==> config.mk <==
export PLATFORM = sky130hd
export DESIGN_NAME = mac_operand_feeder
export DESIGN_NICKNAME = d
export VERILOG_FILES = /design/src/rtl/mac_pkg.sv /design/src/rtl/mac_operand_fifo.sv /design/src/rtl/mac_operand_feeder.sv
export SDC_FILE = /design/constraint.sdc
export NUM_CORES = 1
export LEC_CHECK = 0
export ABC_CLOCK_PERIOD_IN_PS = 6500
export CELL_PAD_IN_SITES_DETAIL_PLACEMENT = 0
export CELL_PAD_IN_SITES_GLOBAL_PLACEMENT = 2
export CORE_MARGIN = 8
export CORE_UTILIZATION = 39
export CTS_CLUSTER_SIZE = 20
export DETAILED_ROUTE_END_ITERATION = 16
export GPL_TIMING_DRIVEN = 0
export PLACE_DENSITY = 0.87
export SYNTH_ARGS = -nofsm -noshare
export SYNTH_HDL_FRONTEND = slang
export SYNTH_SLANG_ARGS = --single-unit
==> constraint.sdc <==
create_clock -name clk -period 6.5 [get_ports clk]
set_clock_uncertainty 0.05 [all_clocks]
set_input_delay 0.975 -clock clk [delete_from_list [all_inputs] [get_ports clk]]
set_output_delay 0.975 -clock clk [all_outputs]
set_load 0.02 [all_outputs]
==> src/rtl/mac_pkg.sv <==
// Shared constants and types for the MAC operand feeder and its operand FIFO.
package mac_pkg;

    localparam int DATA_W = 32;
    localparam int ACC_W  = 2 * DATA_W + 1;
    localparam int CNT_W  = 16;

    typedef enum logic [1:0] {
        FEED  = 2'd0,
        DRAIN = 2'd1,
        HOLD  = 2'd2,
        CLEAR = 2'd3
    } feeder_state_t;

    typedef struct packed {
        logic [DATA_W-1:0] a;
        logic [DATA_W-1:0] b;
        logic              last;
    } fifo_entry_t;

endpackage

==> src/rtl/mac_operand_fifo.sv <==
// Small synchronous FIFO of operand pairs; count is registered so full/empty are glitch-free.
module mac_operand_fifo
    import mac_pkg::*;
#(
    parameter int DEPTH = 4
) (
    input  logic        clk,
    input  logic        reset,
    input  logic        push,
    input  fifo_entry_t push_data,
    input  logic        pop,
    output fifo_entry_t pop_data,
    output logic        full,
    output logic        empty
);

    localparam int PTR_W = $clog2(DEPTH);
    localparam logic [PTR_W:0] FULL_CNT = DEPTH[PTR_W:0];

    fifo_entry_t      mem [DEPTH];
    logic [PTR_W-1:0] wr_ptr_reg;
    logic [PTR_W-1:0] rd_ptr_reg;
    logic [PTR_W:0]   count_reg;
    logic             push_ok;
    logic             pop_ok;

    // A full FIFO refuses pushes even when a pop frees a slot this cycle.
    assign full    = (count_reg == FULL_CNT);
    assign empty   = (count_reg == '0);
    assign push_ok = push && !full;
    assign pop_ok  = pop && !empty;

    generate
        for (genvar gi = 0; gi < DEPTH; gi++) begin : g_entry
            always_ff @(posedge clk) begin
                if (push_ok && (wr_ptr_reg == PTR_W'(gi))) begin
                    mem[gi] <= push_data;
                end
            end
        end
    endgenerate

    always_ff @(posedge clk or posedge reset) begin
        if (reset) begin
            wr_ptr_reg <= '0;
            rd_ptr_reg <= '0;
            count_reg  <= '0;
        end else begin
            if (push_ok) begin
                wr_ptr_reg <= wr_ptr_reg + 1'b1;
            end
            if (pop_ok) begin
                rd_ptr_reg <= rd_ptr_reg + 1'b1;
            end
            case ({push_ok, pop_ok})
                2'b10:   count_reg <= count_reg + 1'b1;
                2'b01:   count_reg <= count_reg - 1'b1;
                default: count_reg <= count_reg;
            endcase
        end
    end

    assign pop_data = mem[rd_ptr_reg];

endmodule

==> src/rtl/mac_operand_feeder.sv <==
// Feeds buffered operand pairs to the MAC, captures the drained accumulator per vector.
// Define MAC_FEED_CNT_EN to add the res_count output (pairs popped per captured vector).
module mac_operand_feeder #(
    parameter int DATA_W  = mac_pkg::DATA_W,
    parameter int ACC_W   = mac_pkg::ACC_W,
    parameter int DEPTH   = 4,
    parameter int MAC_LAT = 1
) (
    input  logic              clk,
    input  logic              reset,
    input  logic              s_valid,
    output logic              s_ready,
    input  logic [DATA_W-1:0] s_a,
    input  logic [DATA_W-1:0] s_b,
    input  logic              s_last,
    output logic [DATA_W-1:0] multiplicand,
    output logic [DATA_W-1:0] multiplier,
    output logic              mac_clr,
    input  logic [ACC_W-1:0]  accumulator_out,
    output logic              res_valid,
    input  logic              res_ready,
    output logic [ACC_W-1:0]  res_data,
`ifdef MAC_FEED_CNT_EN
    output logic [15:0]       res_count,
`endif
    output logic              busy
);

    import mac_pkg::*;

    localparam int DCNT_W = $clog2(MAC_LAT + 2);
    localparam logic [DCNT_W-1:0] DRAIN_INIT = DCNT_W'(MAC_LAT);

    feeder_state_t     state_reg, state_next;
    logic [DCNT_W-1:0] drain_cnt_reg, drain_cnt_next;
    logic [DATA_W-1:0] multiplicand_reg, multiplicand_next;
    logic [DATA_W-1:0] multiplier_reg, multiplier_next;
    logic              mac_clr_reg, mac_clr_next;
    logic              res_valid_reg, res_valid_next;
    logic [ACC_W-1:0]  res_data_reg, res_data_next;
    logic              pop;
    logic              capture;

    fifo_entry_t push_entry;
    fifo_entry_t pop_entry;
    logic        fifo_full;
    logic        fifo_empty;

    assign push_entry = '{a: s_a, b: s_b, last: s_last};

    mac_operand_fifo #(
        .DEPTH (DEPTH)
    ) u_fifo (
        .clk       (clk),
        .reset     (reset),
        .push      (s_valid),
        .push_data (push_entry),
        .pop       (pop),
        .pop_data  (pop_entry),
        .full      (fifo_full),
        .empty     (fifo_empty)
    );

    always_ff @(posedge clk or posedge reset) begin
        if (reset) begin
            state_reg        <= FEED;
            drain_cnt_reg    <= '0;
            multiplicand_reg <= '0;
            multiplier_reg   <= '0;
            mac_clr_reg      <= 1'b0;
            res_valid_reg    <= 1'b0;
            res_data_reg     <= '0;
        end else begin
            state_reg        <= state_next;
            drain_cnt_reg    <= drain_cnt_next;
            multiplicand_reg <= multiplicand_next;
            multiplier_reg   <= multiplier_next;
            mac_clr_reg      <= mac_clr_next;
            res_valid_reg    <= res_valid_next;
            res_data_reg     <= res_data_next;
        end
    end

    // Operands default to zero so the accumulator is untouched on bubbles and outside FEED.
    always_comb begin
        state_next        = state_reg;
        drain_cnt_next    = drain_cnt_reg;
        multiplicand_next = '0;
        multiplier_next   = '0;
        mac_clr_next      = 1'b0;
        res_valid_next    = res_valid_reg;
        res_data_next     = res_data_reg;
        pop               = 1'b0;
        capture           = 1'b0;
        unique case (state_reg)
            FEED: begin
                if (!fifo_empty) begin
                    pop               = 1'b1;
                    multiplicand_next = pop_entry.a;
                    multiplier_next   = pop_entry.b;
                    if (pop_entry.last) begin
                        state_next     = DRAIN;
                        drain_cnt_next = DRAIN_INIT;
                    end
                end
            end
            DRAIN: begin
                // Counter reaches zero once the last product has landed in the accumulator.
                if (drain_cnt_reg == '0) begin
                    capture        = 1'b1;
                    res_data_next  = accumulator_out;
                    res_valid_next = 1'b1;
                    state_next     = HOLD;
                end else begin
                    drain_cnt_next = drain_cnt_reg - 1'b1;
                end
            end
            HOLD: begin
                if (res_valid_reg && res_ready) begin
                    res_valid_next = 1'b0;
                    mac_clr_next   = 1'b1;
                    state_next     = CLEAR;
                end
            end
            CLEAR: begin
                state_next = FEED;
            end
            default: begin
                state_next = FEED;
            end
        endcase
    end

`ifdef MAC_FEED_CNT_EN
    logic [15:0] elem_cnt_reg;
    logic [15:0] res_count_reg;

    always_ff @(posedge clk or posedge reset) begin
        if (reset) begin
            elem_cnt_reg  <= '0;
            res_count_reg <= '0;
        end else begin
            if (state_reg == HOLD && state_next == CLEAR) begin
                elem_cnt_reg <= '0;
            end else if (pop && elem_cnt_reg != 16'hFFFF) begin
                elem_cnt_reg <= elem_cnt_reg + 16'd1;
            end
            if (capture) begin
                res_count_reg <= elem_cnt_reg;
            end
        end
    end

    assign res_count = res_count_reg;
`endif

    assign s_ready      = !fifo_full;
    assign multiplicand = multiplicand_reg;
    assign multiplier   = multiplier_reg;
    assign mac_clr      = mac_clr_reg;
    assign res_valid    = res_valid_reg;
    assign res_data     = res_data_reg;
    assign busy         = !(state_reg == FEED && fifo_empty);

endmodule
Word level (Yosys, flattened, before mapping)

Memories as Yosys holds them, arrays and structs flattened.
Index checks and enable logic that the tools add are counted.

Memories: 1
Memory bits (writable): 260
Word-level logic and storage cells: 91
Register bits: 142
Output and inout port bits: 133

Memories:

| memory     | words | width | read ports | clocked after Yosys merged registers in | wr ports | RTL line               | text |
|---|---|---|---|---|---|---|---|
| u_fifo.mem | 4     | 65    | 1          | 0                                       | 1        | mac_operand_fifo.sv:20 | `fifo_entry_t mem [DEPTH];` |

Reductions and logical operators: 25
Equality and inequality tests: 14
Multiplexer cells: 36
Add/sub/neg operators: 5

Operators by type and width:

| operator                                                           | count |
|---|---|
| 65-bit 2-to-1 mux                                                  | 3 |
| 65-bit OR reduction                                                | 3 |
| 32-bit 2-to-1 mux                                                  | 4 |
| 1-bit 2-to-1 mux                                                   | 17 |
| 2-bit 2-to-1 mux                                                   | 8 |
| 2-bit == test, second input constant                               | 5 |
| 2-bit inequality test, second input constant                       | 5 |
| 1-bit logical AND                                                  | 8 |
| 2-bit one-hot mux with 4 select lines                              | 1 |
| 4-bit AND reduction                                                | 2 |
| 2-bit by 1-bit == test with 1-bit output, second input constant    | 3 |
| 2-bit logical NOT                                                  | 3 |
| 3-bit one-hot mux with 2 select lines                              | 1 |
| 2-bit nonzero test                                                 | 3 |
| 2-bit by 1-bit adder with 2-bit output, second input constant      | 2 |
| 2-bit one-hot mux with 2 select lines                              | 1 |
| 3-bit by 1-bit adder with 3-bit output, second input constant      | 1 |
| 3-bit == test, second input constant                               | 1 |
| 1-bit logical NOT                                                  | 3 |
| 3-bit logical NOT                                                  | 1 |
| 3-bit AND reduction                                                | 1 |
| 3-bit by 1-bit subtractor with 3-bit output, second input constant | 1 |
| 1-bit one-hot mux with 2 select lines                              | 1 |
| 2-bit AND reduction                                                | 1 |
| 2-bit by 1-bit subtractor with 2-bit output, second input constant | 1 |

Logic depth before layout (Yosys ltp)

Gate-level depths: netlist of the first run.

Word-level depth: 10
Mapped depth: 11
Depth with buffers taken out: 10

Hierarchy

Synthesis of the first run repeated with hierarchy kept, for this count alone.

Cell total of the unflattened synthesis: 694
Area, all modules: 14,916.8 µm²

Modules (own cells, without submodules):

| module             | cells each | area each (µm²) | times used | sequential area each (µm²) |
|---|---|---|---|---|
| mac_operand_fifo   | 378        | 9,835.7         | 1          | 7,982.7 |
| mac_operand_feeder | 316        | 5,081.1         | 1          | 3,378.2 |

Worst setup path after synthesis of the first run

OpenSTA, ideal clock, no wires.

Path kind: input-to-reg
Start point: input port s_valid
End point: memory u_fifo.mem[1][0] (netlist name), enable pin
Path slack: 3,468 ps
Buffers on the path: 0
Setup time: 430 ps
Required time: 6,020 ps
Cell stages on the path: 1
Arrival: 2,552 ps
Cells stage by stage: and3_1

Longest elaborated chain between the ends: 8
Elaborated cells on any way between the ends: 22
Classes of those cells: mux: 14; reduce/logical: 8

RTL lines:

| item                                                                        | RTL line                 | text |
|---|---|---|
| start, declared                                                             | mac_operand_feeder.sv:11 | `input logic s_valid,` |
| 1-bit logical AND (*)                                                       | mac_operand_fifo.sv:30   | `assign push_ok = push && !full;` |
| 1-bit logical AND                                                           | mac_operand_fifo.sv:36   | `if (push_ok && (wr_ptr_reg == PTR_W'(gi))) begin` |
| 1-bit 2-to-1 mux                                                            | mac_operand_fifo.sv:36   |  |
| 1-bit 2-to-1 mux (implied by the code)                                      | mac_operand_fifo.sv:37   | `mem[gi] <= push_data;` |
| 65-bit OR reduction (no line)                                               | --                       |  |
| 2-bit 2-to-1 mux (no line) or 1-bit 2-to-1 mux (tied branches) (3 in a row) | --                       |  |
| end, declared                                                               | mac_operand_fifo.sv:20   |  |

Mark *: on every way between the ends. The rest lies on a longest branch, timed or not.

Final worst setup path of the first run

Start point: register u_fifo.count_reg[1]
End point: output port busy

Longest elaborated chain between the ends: 3

RTL lines:

| item                   | RTL line                  | text |
|---|---|---|
| start, declared        | mac_operand_fifo.sv:23    | `logic [PTR_W:0] count_reg;` |
| start signal, assigned | mac_operand_fifo.sv:56    | `2'b10: count_reg <= count_reg + 1'b1;` |
| start signal, assigned | mac_operand_fifo.sv:57    | `2'b01: count_reg <= count_reg - 1'b1;` |
| start signal, assigned | mac_operand_fifo.sv:58    | `default: count_reg <= count_reg;` |
| 3-bit logical NOT      | mac_operand_fifo.sv:29    | `assign empty = (count_reg == '0);` |
| 1-bit logical AND      | mac_operand_feeder.sv:163 | `assign busy = !(state_reg == FEED && fifo_empty);` |
| 1-bit logical NOT      | mac_operand_feeder.sv:163 |  |
| end, declared          | mac_operand_feeder.sv:26  | `output logic busy` |

No other way between the ends.

==> results.yml, run 1 <==
run_status:
  outcome: "finished clean"
die:
  die_w_microns: 209
  floorplan.core_area_sq_um: 37200
  design.portCount: 267
  row_count: 71
  die_area_sq_um: 43900
  effective_utilization_at_floorplan: 0.392
  chipHeight_microns: 209
route:
  routed_wire_length_per_instance_microns: 20.9
  routed_wl_mm: 31.6
  detail-route-antenna-nets: 0
  total_number_of_vias: 7295
  drt_iter0_drc: 291
  drt_pre_antenna_iters: 4
  vias_per_cell: 4.82
  drt_drc_violations_left: 0
cells_and_area:
  largest_register_ff_count: 260
  num-fill-cells: 2999
  utilization: 0.520
  mostFrequentLayoutCells: "clkdlybuf4s50_1 (266), edfxtp_1 (260), dfrtp_1 (142), mux2_2 (68), and2_1 (65)"
  layout_cell_share_with_drive_strength_beyond_1: 0.219
  most_common_cell_after_layout_fill_and_taps_aside: "clkdlybuf4s50_1"
  layout-area-overhead-vs-synth_pct: 32.7
  final_area_sq_um: 19400
  multi_input_comb_area_sq_um: 3030
  fin_nets: 1149
  final-instance-count-excl-fill: 1514
  storage_cell_area_sq_um: 11400
clock_tree:
  cts_buffers: 43
  path_clk_slew_ns: 0.06
  cts_repair_resize_count: 0
  number_of_levels_the_h_tree_was_split_into: 2
  cts_tree: "built"
  cts_root_buf: "clkbuf_16"
  holdBufCountCts: 0
  cts_post_setup_buffers_inserted: 0
  numClockSinks: 402
  insertion_delay_ns: 0.56
  cts.path.max_buffers: 3
synth:
  synth_largest_area_cell: "edfxtp_1"
  ys_seq_area_frac: 0.779
  ys_top_cells_by_area: "edfxtp_1 (54%), dfrtp_1 (24%), mux4_2 (9.9%), mux2_2 (5.2%), and2_1 (2.8%)"
  synth_cell_types: 29
  synth.ff_latch_count: 402
  syn-num-nets: 833
  netlist_instances: 689
  synth.yosys.warnings: 0
  synth_area_sq_um: 14600
  netlist.area_leader.share: 0.535
  synthesis.area_per_instance_sq_um: 21.2
worst_setup_path:
  cp-end-kind: "primary output"
  r2r_end: "u_fifo.count_reg[2]"
  timing_startpoint_of_the_critical_path: "u_fifo.count_reg[1]"
  cp.arrival_ns: 2.10
  critical_path_class: "register to primary output"
  critical_path.reg2reg.startpoint: "state_reg[0]"
  destination_of_the_critical_timing_path: "busy"
  critical_path_data_required_time_ns: 5.47
  setup.reg_to_reg.worst_slack_ns: 3.80
  worstRegToRegCells: 11
  crit_fanout: 3
  worst_setup_path_start_kind: "register"
grt:
  grt_pass1_vias: 8044
  global_route.overflow_total: 0
  antenna_found_initial: 3
  grt_max_degree: 110
  grt_usage: 0.144
  grt_first_pass_wirelength_mm: 48.2
place:
  gp_congestion: 0.795
  input_output_buffers: 266
  dpl-instance-area_sq_um: 18000
  dpl.hpwl_mm: 20.8
  place.detailed.instances: 1434
flow_run:
  maxCapViolCount: 0
sta:
  drv_slew: 0
  fmax_mhz: 320
  setup_repair_after_global_routing_missed_its_margin: "no"
  layout_min_cycle_time_ns: 3.12
  slew_worst_pin_ns: 0.704
  final.period_utilization: 0.480
  setup_tns_ns: 0
  finalHoldViolCount: 0
  max-slew-margin-rel: 0.531
  final-setup-viol-count: 0
pwr:
  leakagePower_nw: 7.12
  cellPowerDensity_nw_per_um2: 477
  max-vdd-ir-drop_mv: 0.302
min_path:
  timing.hold.worst.class: "register to register"
==> final cells by class <==
type                       count  area share
buffer                        29     0.00911
timing repair buffer         271       0.144
antenna                        1    0.000129
inverter                      13     0.00291
multi-input combinational    245       0.156
sequential                   402       0.587
clock buffer                  59      0.0613
tap                          474      0.0306
clock inverter                20     0.00892
==> worst max-delay path, cell delays in order (launching register included) <==
cell and delay (ns):
dfrtp_1 0.40, nor3_1 0.38, nand2_1 0.18, clkdlybuf4s50_1 0.59
==> metrics by stage <==
| step | hold slack [ns] | worst slack (ns) | total power, W |
|---|---|---|---|
| after floorplan | 0.414 | 1.67 | 0.00561 |
| after global placement | 0.435 | -1.05 | 0.00698 |
| after detailed placement | 0.441 | 3.59 | 0.00705 |
| after CTS | 0.454 | 3.30 | 0.00941 |
| after global routing | 0.460 | 3.25 | 0.00972 |
| final | 0.451 | 3.38 | 0.00924 |
==> power breakdown <==
group          internal (W)  switching [W]  total, W
Sequential          0.00350       0.000241   0.00374
Clock               0.00136       0.000963   0.00233
Combinational       0.00159        0.00157   0.00317
Total               0.00646        0.00278   0.00924
==> cell usage after synthesis <==
cell type and number:
edfxtp_1 260, ha_1 9, nor3_1 1, buf_1 1, buf_2 17, mux2i_1 4
mux4_2 64, o2111ai_2 1, and3_1 4, fa_1 1, nand2_1 8, buf_6 4
and2_1 65, dfrtp_1 142, a21oi_1 1, a2bb2oi_2 1, xor2_1 2, nand2b_1 2
nor2_1 3, o21ai_0 1, nand3_1 2, mux2_1 1, xnor2_1 4, a22o_1 1
nor2b_1 2, buf_12 1, mux2_2 68, clkbuf_1 6, inv_1 13
==> kinds of logic (layout without fill, tap and decap cells) <==
kind of cell,after synthesis,after routing,share of synthesized area
simple gates,87,87,0.0352
flops,402,402,0.779
mux,137,137,0.155
xor+xnor,6,6,0.00360
fa+ha+maj,10,10,0.00909
compound gates,5,5,0.00334
buf+inv,42,392,0.0154
other cells,0,1,0
==> per-layer routing <==
metal	part of all wire	wire (microns)	track usage	vias up
met3	0.087	2740	0.0500	51
met1	0.42	13200	0.179	3700
met5	0.00085	27	0	-
met2	0.47	15000	0.235	260
met4	0.020	647	0.0452	4
li1	-	-	-	3280
==> worst min path at each step <==
stage,startpoint,end,slack (ns),depth (start not counted)
2_1_floorplan,u_fifo.count_reg[2],u_fifo.count_reg[2],0.41,1
3_3_place_gp,res_data[58],res_data[58],0.44,1
3_5_place_dp,res_data[18],res_data[18],0.44,1
4_1_cts,res_data[18],res_data[18],0.45,1
5_1_grt,res_data[49],res_data[49],0.46,1
6_report,res_data[23],res_data[23],0.45,1
(Power assumes the default switching activity.)
==> inputs of run 2 (changes only) <==
--- a/config.mk
+++ b/config.mk
@@ -5,15 +5,15 @@
 export SDC_FILE = /design/constraint.sdc
 export NUM_CORES = 1
 export LEC_CHECK = 0
-export ABC_CLOCK_PERIOD_IN_PS = 6500
+export ABC_CLOCK_PERIOD_IN_PS = 2700
 export CELL_PAD_IN_SITES_DETAIL_PLACEMENT = 0
 export CELL_PAD_IN_SITES_GLOBAL_PLACEMENT = 2
 export CORE_MARGIN = 8
-export CORE_UTILIZATION = 39
+export CORE_UTILIZATION = 35
 export CTS_CLUSTER_SIZE = 20
 export DETAILED_ROUTE_END_ITERATION = 16
 export GPL_TIMING_DRIVEN = 0
-export PLACE_DENSITY = 0.87
+export PLACE_DENSITY = 0.83
 export SYNTH_ARGS = -nofsm -noshare
 export SYNTH_HDL_FRONTEND = slang
 export SYNTH_SLANG_ARGS = --single-unit
==> constraint.sdc (replaced) <==
create_clock -name clk -period 2.7 [get_ports clk]
set_clock_uncertainty 0.05 [all_clocks]
set_input_delay 0.405 -clock clk [delete_from_list [all_inputs] [get_ports clk]]
set_output_delay 0.405 -clock clk [all_outputs]
set_load 0.02 [all_outputs]
==> run 2 against run 1 <==
Compared with the run above: hold slack lost 0.30 ns; combinational power grew 140%; global-route usage shrank 1.1 points; cell count grew 4.6%; routed wire length grew 2.8%; design area grew 0.78%; critical path type unchanged; largest power group unchanged.
==> results.yml, run 2 (synthesized netlist as in run 1, its figures left out) <==
run_status:
  outcome: "finished clean"
die:
  die_w_microns: 220
  floorplan.core_area_sq_um: 41600
  die_area_sq_um: 48500
  effective_utilization_at_floorplan: 0.351
  chipHeight_microns: 220
  design.portCount: 267
  row_count: 75
route:
  met3WireLength_mm: 3.05
  met2_length_mm: 15.7
  vias_per_cell: 4.68
  drt_iter0_drc: 477
  drt_pre_antenna_iters: 4
  routed_wire_length_per_instance_microns: 20.5
  total_number_of_vias: 7409
  highest-signal-layer: "met5"
  detail-route-antenna-nets: 0
  drt_drc_violations_left: 0
  routed_wl_mm: 32.5
  route.layer.met1.wl_mm: 12.9
cells_and_area:
  layout-area-overhead-vs-synth_pct: 33.8
  final_area_sq_um: 19500
  mostFrequentLayoutCells: "clkdlybuf4s50_1 (266), edfxtp_1 (260), dfrtp_1 (142), mux2_2 (68), and2_1 (65)"
  multi_input_comb_area_sq_um: 3030
  final-instance-count-excl-fill: 1583
  storage_cell_area_sq_um: 11400
  largest_register_ff_count: 260
  fin_nets: 1152
  utilization: 0.470
  layout_cell_share_with_drive_strength_beyond_1: 0.227
  num-fill-cells: 3529
  most_common_cell_after_layout_fill_and_taps_aside: "clkdlybuf4s50_1"
pwr:
  p_int_w: 0.0156
  register_share_of_total_power: 0.404
  sw_frac_of_total: 0.305
  max-vdd-ir-drop_mv: 0.641
  p_clk_frac: 0.255
  switching_power_w: 0.00682
  leakagePower_nw: 7.14
  cellPowerDensity_nw_per_um2: 1150
  power.combinational.fraction: 0.341
min_path:
  timing.hold.worst.class: "primary input to async pin"
worst_setup_path:
  worst_setup_path_start_kind: "register"
  cp.arrival_ns: 2.06
  critPathMaxStageDelay_ns: 0.65
  critical_path_data_required_time_ns: 2.25
  crit_path_cell_trace: "inv_1 > ha_1 > nand2_1 > clkdlybuf4s50_1"
  critical_path_class: "register to primary output"
  cp-end-kind: "primary output"
  worstRegToRegCells: 10
  slowest_stage: "clkdlybuf4s50_1"
  crit_fanout: 6
sta:
  layout_min_cycle_time_ns: 2.52
  drv_slew: 0
  finalHoldViolCount: 0
  fmax_mhz: 397
  max-slew-margin-rel: 0.508
  setup_tns_ns: 0
  final-setup-viol-count: 0
  hold_slack_ns: 0.151
  final.period_utilization: 0.933
  setup_repair_after_global_routing_missed_its_margin: "no"
  slew_worst_pin_ns: 0.738
grt:
  grt_usage: 0.133
  global_route.overflow_total: 0
  grt_pass1_vias: 8265
  grt_max_degree: 45
  antenna_found_initial: 4
  grt_first_pass_wirelength_mm: 48.9
clock_tree:
  insertion_delay_ns: 0.55
  cts_buffers: 44
  cts_root_buf: "clkbuf_16"
  cts_tree: "built"
  numClockSinks: 402
  path_clk_slew_ns: 0.06
  cts.path.max_buffers: 3
  number_of_levels_the_h_tree_was_split_into: 2
place:
  place.detailed.instances: 1502
  input_output_buffers: 266
  dpl-instance-area_sq_um: 18100
  gp_congestion: 0.709
  dpl.hpwl_mm: 21.6
flow_run:
  maxCapViolCount: 0
## run 2: cell types whose count changed in the layout (fill, tap and decap cells not counted), sizes merged
| cell | before | now |
|---|---|---|
| clkbuf | 65 | 61 |
| clkinvlp | 1 | 5 |
| buf | 28 | 31 |
| inv | 15 | 16 |
## run 2: stage by stage
stage                     power, W  setup slack, ns
after floorplan             0.0135            0.468
after global placement      0.0168            -1.18
after detailed placement    0.0170          -0.0267
after CTS                   0.0229           0.0610
after global routing        0.0236           0.0435
final                       0.0224            0.181
## run 2: cell type report
class / instances / area share
antenna: 1 / 0.000128
buffer: 28 / 0.00885
clock buffer: 56 / 0.0597
clock inverter: 25 / 0.0110
inverter: 13 / 0.00288
multi-input combinational: 245 / 0.155
sequential: 402 / 0.582
tap: 539 / 0.0346
timing repair buffer: 274 / 0.146
## run 2: final timing paths
kind / from / to / slack, ns
min reg2reg: res_data[37] / res_data[37] / 0.45
min in group clk: res_ready / mac_clr / 0.41
max: state_reg[0] / busy / 0.18
max in group asynchronous: reset / multiplier[30] / 1.65
min: reset / res_data[36] / 0.15
max reg2reg: state_reg[0] / u_fifo.count_reg[2] / 0.34
## run 2: worst max-delay path: cells and delay by family, from the launching register on
kind          cells  cell delay (ns)
buf+inv           2             0.73
simple gates      1             0.15
fa+ha+maj         1             0.28
flops             1             0.36
## run 2: power groups by stage
stage / registers (W) / clock network, W / logic (W)
2_1_floorplan: 0.0102 / 0 / 0.00329
3_3_place_gp: 0.00916 / 0 / 0.00764
3_5_place_dp: 0.00919 / 0 / 0.00784
4_1_cts: 0.00908 / 0.00591 / 0.00786
5_1_grt: 0.00923 / 0.00613 / 0.00822
6_report: 0.00904 / 0.00570 / 0.00763
## run 2: what timing repair did
action	CTS	global route
hold buffers	0	0
resized for setup	0	1
buffers inserted	0	0
setup endpoints to repair	1	1
## run 2: per-layer routing
metal,vias to the layer above,GRT usage
li1,3283,-
met1,3796,0.160
met2,266,0.225
met3,60,0.0439
met4,4,0.0439
met5,-,0
==> inputs of run 3 (changes only) <==
--- a/config.mk
+++ b/config.mk
@@ -12,7 +12,7 @@
 export CORE_UTILIZATION = 35
 export CTS_CLUSTER_SIZE = 20
 export DETAILED_ROUTE_END_ITERATION = 16
-export GPL_TIMING_DRIVEN = 0
+export GPL_TIMING_DRIVEN = 1
 export PLACE_DENSITY = 0.83
 export SYNTH_ARGS = -nofsm -noshare
 export SYNTH_HDL_FRONTEND = slang
==> run 3 against run 2 <==
Compared with the run above: die area is the same; clock power is 3% higher; combinational power decreased by 3.5%; highest routed layer unchanged; hold slack gained 0.14 ns; global-route usage is essentially flat; utilization fell by 0.11 points; fmax is 0.78% lower.
==> results.yml, run 3 (synthesized netlist as in run 1, its figures left out) <==
run_status:
  outcome: "finished clean"
die:
  floorplan.core_area_sq_um: 41600
  die_w_microns: 220
  row_count: 75
  die_area_sq_um: 48500
  chipHeight_microns: 220
  design.portCount: 267
  effective_utilization_at_floorplan: 0.351
clock_tree:
  numClockSinks: 402
  cts_post_setup_buffers_inserted: 0
  path_clk_slew_ns: 0.06
  holdBufCountCts: 0
  number_of_levels_the_h_tree_was_split_into: 2
  cts.path.max_buffers: 3
  cts_repair_resize_count: 0
  insertion_delay_ns: 0.56
  cts_buffers: 43
  cts_tree: "built"
  cts_root_buf: "clkbuf_16"
worst_setup_path:
  worst_setup_path_start_kind: "register"
  setup.reg_to_reg.worst_slack_ns: 0.52
  critical_path.reg2reg.startpoint: "u_fifo.count_reg[0]"
  critical_path_class: "register to primary output"
  crit_fanout: 6
  slowest_stage: "clkdlybuf4s50_1"
  cp.arrival_ns: 2.08
  r2r_end: "u_fifo.count_reg[2]"
  crit_path_cell_trace: "inv_1 > ha_1 > nand2_1 > clkdlybuf4s50_1"
  worstRegToRegCells: 10
  cp-end-kind: "primary output"
  critical_path_data_required_time_ns: 2.25
  critPathMaxStageDelay_ns: 0.60
pwr:
  cellPowerDensity_nw_per_um2: 1160
  max-vdd-ir-drop_mv: 0.641
  leakagePower_nw: 7.13
  post-layout-total-power_w: 0.0225
sta:
  setup_repair_after_global_routing_missed_its_margin: "no"
  final.period_utilization: 0.940
  slew_worst_pin_ns: 0.682
  layout_min_cycle_time_ns: 2.54
  final-setup-viol-count: 0
  setup_tns_ns: 0
  hold_slack_ns: 0.295
  fmax_mhz: 394
  drv_slew: 0
  max-slew-margin-rel: 0.545
  finalHoldViolCount: 0
place:
  input_output_buffers: 266
  dpl.hpwl_mm: 20.7
  gp_congestion: 0.706
  dpl-instance-area_sq_um: 18000
route:
  drt_pre_antenna_iters: 6
  drt_drc_violations_left: 0
  detail-route-antenna-nets: 0
  total_number_of_vias: 7337
  vias_per_cell: 4.70
  drt_iter0_drc: 434
  routed_wire_length_per_instance_microns: 20.7
  routed_wl_mm: 32.3
cells_and_area:
  largest_register_ff_count: 260
  antenna_cell_count: 0
  most_common_cell_after_layout_fill_and_taps_aside: "clkdlybuf4s50_1"
  layout-area-overhead-vs-synth_pct: 33.4
  utilization: 0.468
  num-fill-cells: 3478
  layout_cell_share_with_drive_strength_beyond_1: 0.221
  mostFrequentLayoutCells: "clkdlybuf4s50_1 (266), edfxtp_1 (260), dfrtp_1 (140), mux2_2 (68), and2_1 (65)"
  final_area_sq_um: 19500
  fin_nets: 1131
grt:
  antenna_found_initial: 3
  grt_usage: 0.133
  grt_max_degree: 74
  global_route.overflow_total: 0
  grt_first_pass_wirelength_mm: 48.7
  grt_pass1_vias: 7945
flow_run:
  maxCapViolCount: 0
min_path:
  timing.hold.worst.class: "primary input to async pin"
==> run 3: changes by cell type in the layout (fill, tap and decap cells not counted), moves of 4 or more <==
cell,previous run,this run
clkinvlp_4,5,1
inv_6,5,1
buf_6,4,0
clkbuf_1,15,7
buf_2,17,0
clkbuf_8,2,6
buf_4,0,5
buf_12,6,11
==> run 3: cell type report <==
class | instances | area [sq um] | share of cell area
clock buffer | 56 | 1180 | 0.0609
tap | 539 | 674 | 0.0346
sequential | 402 | 11400 | 0.584
inverter | 13 | 52.6 | 0.00270
timing repair buffer | 282 | 2920 | 0.150
clock inverter | 23 | 243 | 0.0125
multi-input combinational | 245 | 3030 | 0.156
==> run 3: worst max-delay path by stage <==
stage | start | endpoint | slack, ns | cells after the start
final | state_reg[0] | busy | 0.16 | 4
after global routing | state_reg[0] | busy | 0.05 | 4
after CTS | state_reg[0] | busy | 0.1 | 4
after detailed placement | s_valid | u_fifo.count_reg[2] | 0.35 | 9
after global placement | s_valid | u_fifo.count_reg[2] | 0.37 | 9
after floorplan | reset | drain_cnt_reg[0] | 0.47 | 1
==> run 3: layer usage <==
| layer | GRT usage | vias up | share of wire |
|---|---|---|---|
| met1 | 0.169 | 3753 | 0.42 |
| met5 | 0 | - | 0.00099 |
| met3 | 0.0410 | 55 | 0.087 |
| li1 | - | 3236 | - |
| met2 | 0.217 | 287 | 0.47 |
| met4 | 0.0427 | 6 | 0.022 |
==> run 3: power by group <==
| group | internal, W | total, W | switching, W |
|---|---|---|---|
| Combinational | 0.00379 | 0.00736 | 0.00357 |
| Clock | 0.00350 | 0.00587 | 0.00237 |
| Sequential | 0.00844 | 0.00926 | 0.000824 |
==> run 3: critical path: cells and delay by family, from the launching register on <==
kind,cells,cell delay (ns)
buffers and inverters,2,0.70
DFF,1,0.38
adders and majority gates,1,0.29
and+or+nand+nor,1,0.15
==> run 3: stage by stage <==
stage / setup WS [ns] / cells
after global routing: 0.0473 / 1560
after CTS: 0.0991 / 1560
after detailed placement: 0.351 / 1481
final: 0.161 / 1560
after floorplan: 0.468 / 689
after global placement: 0.366 / 1481
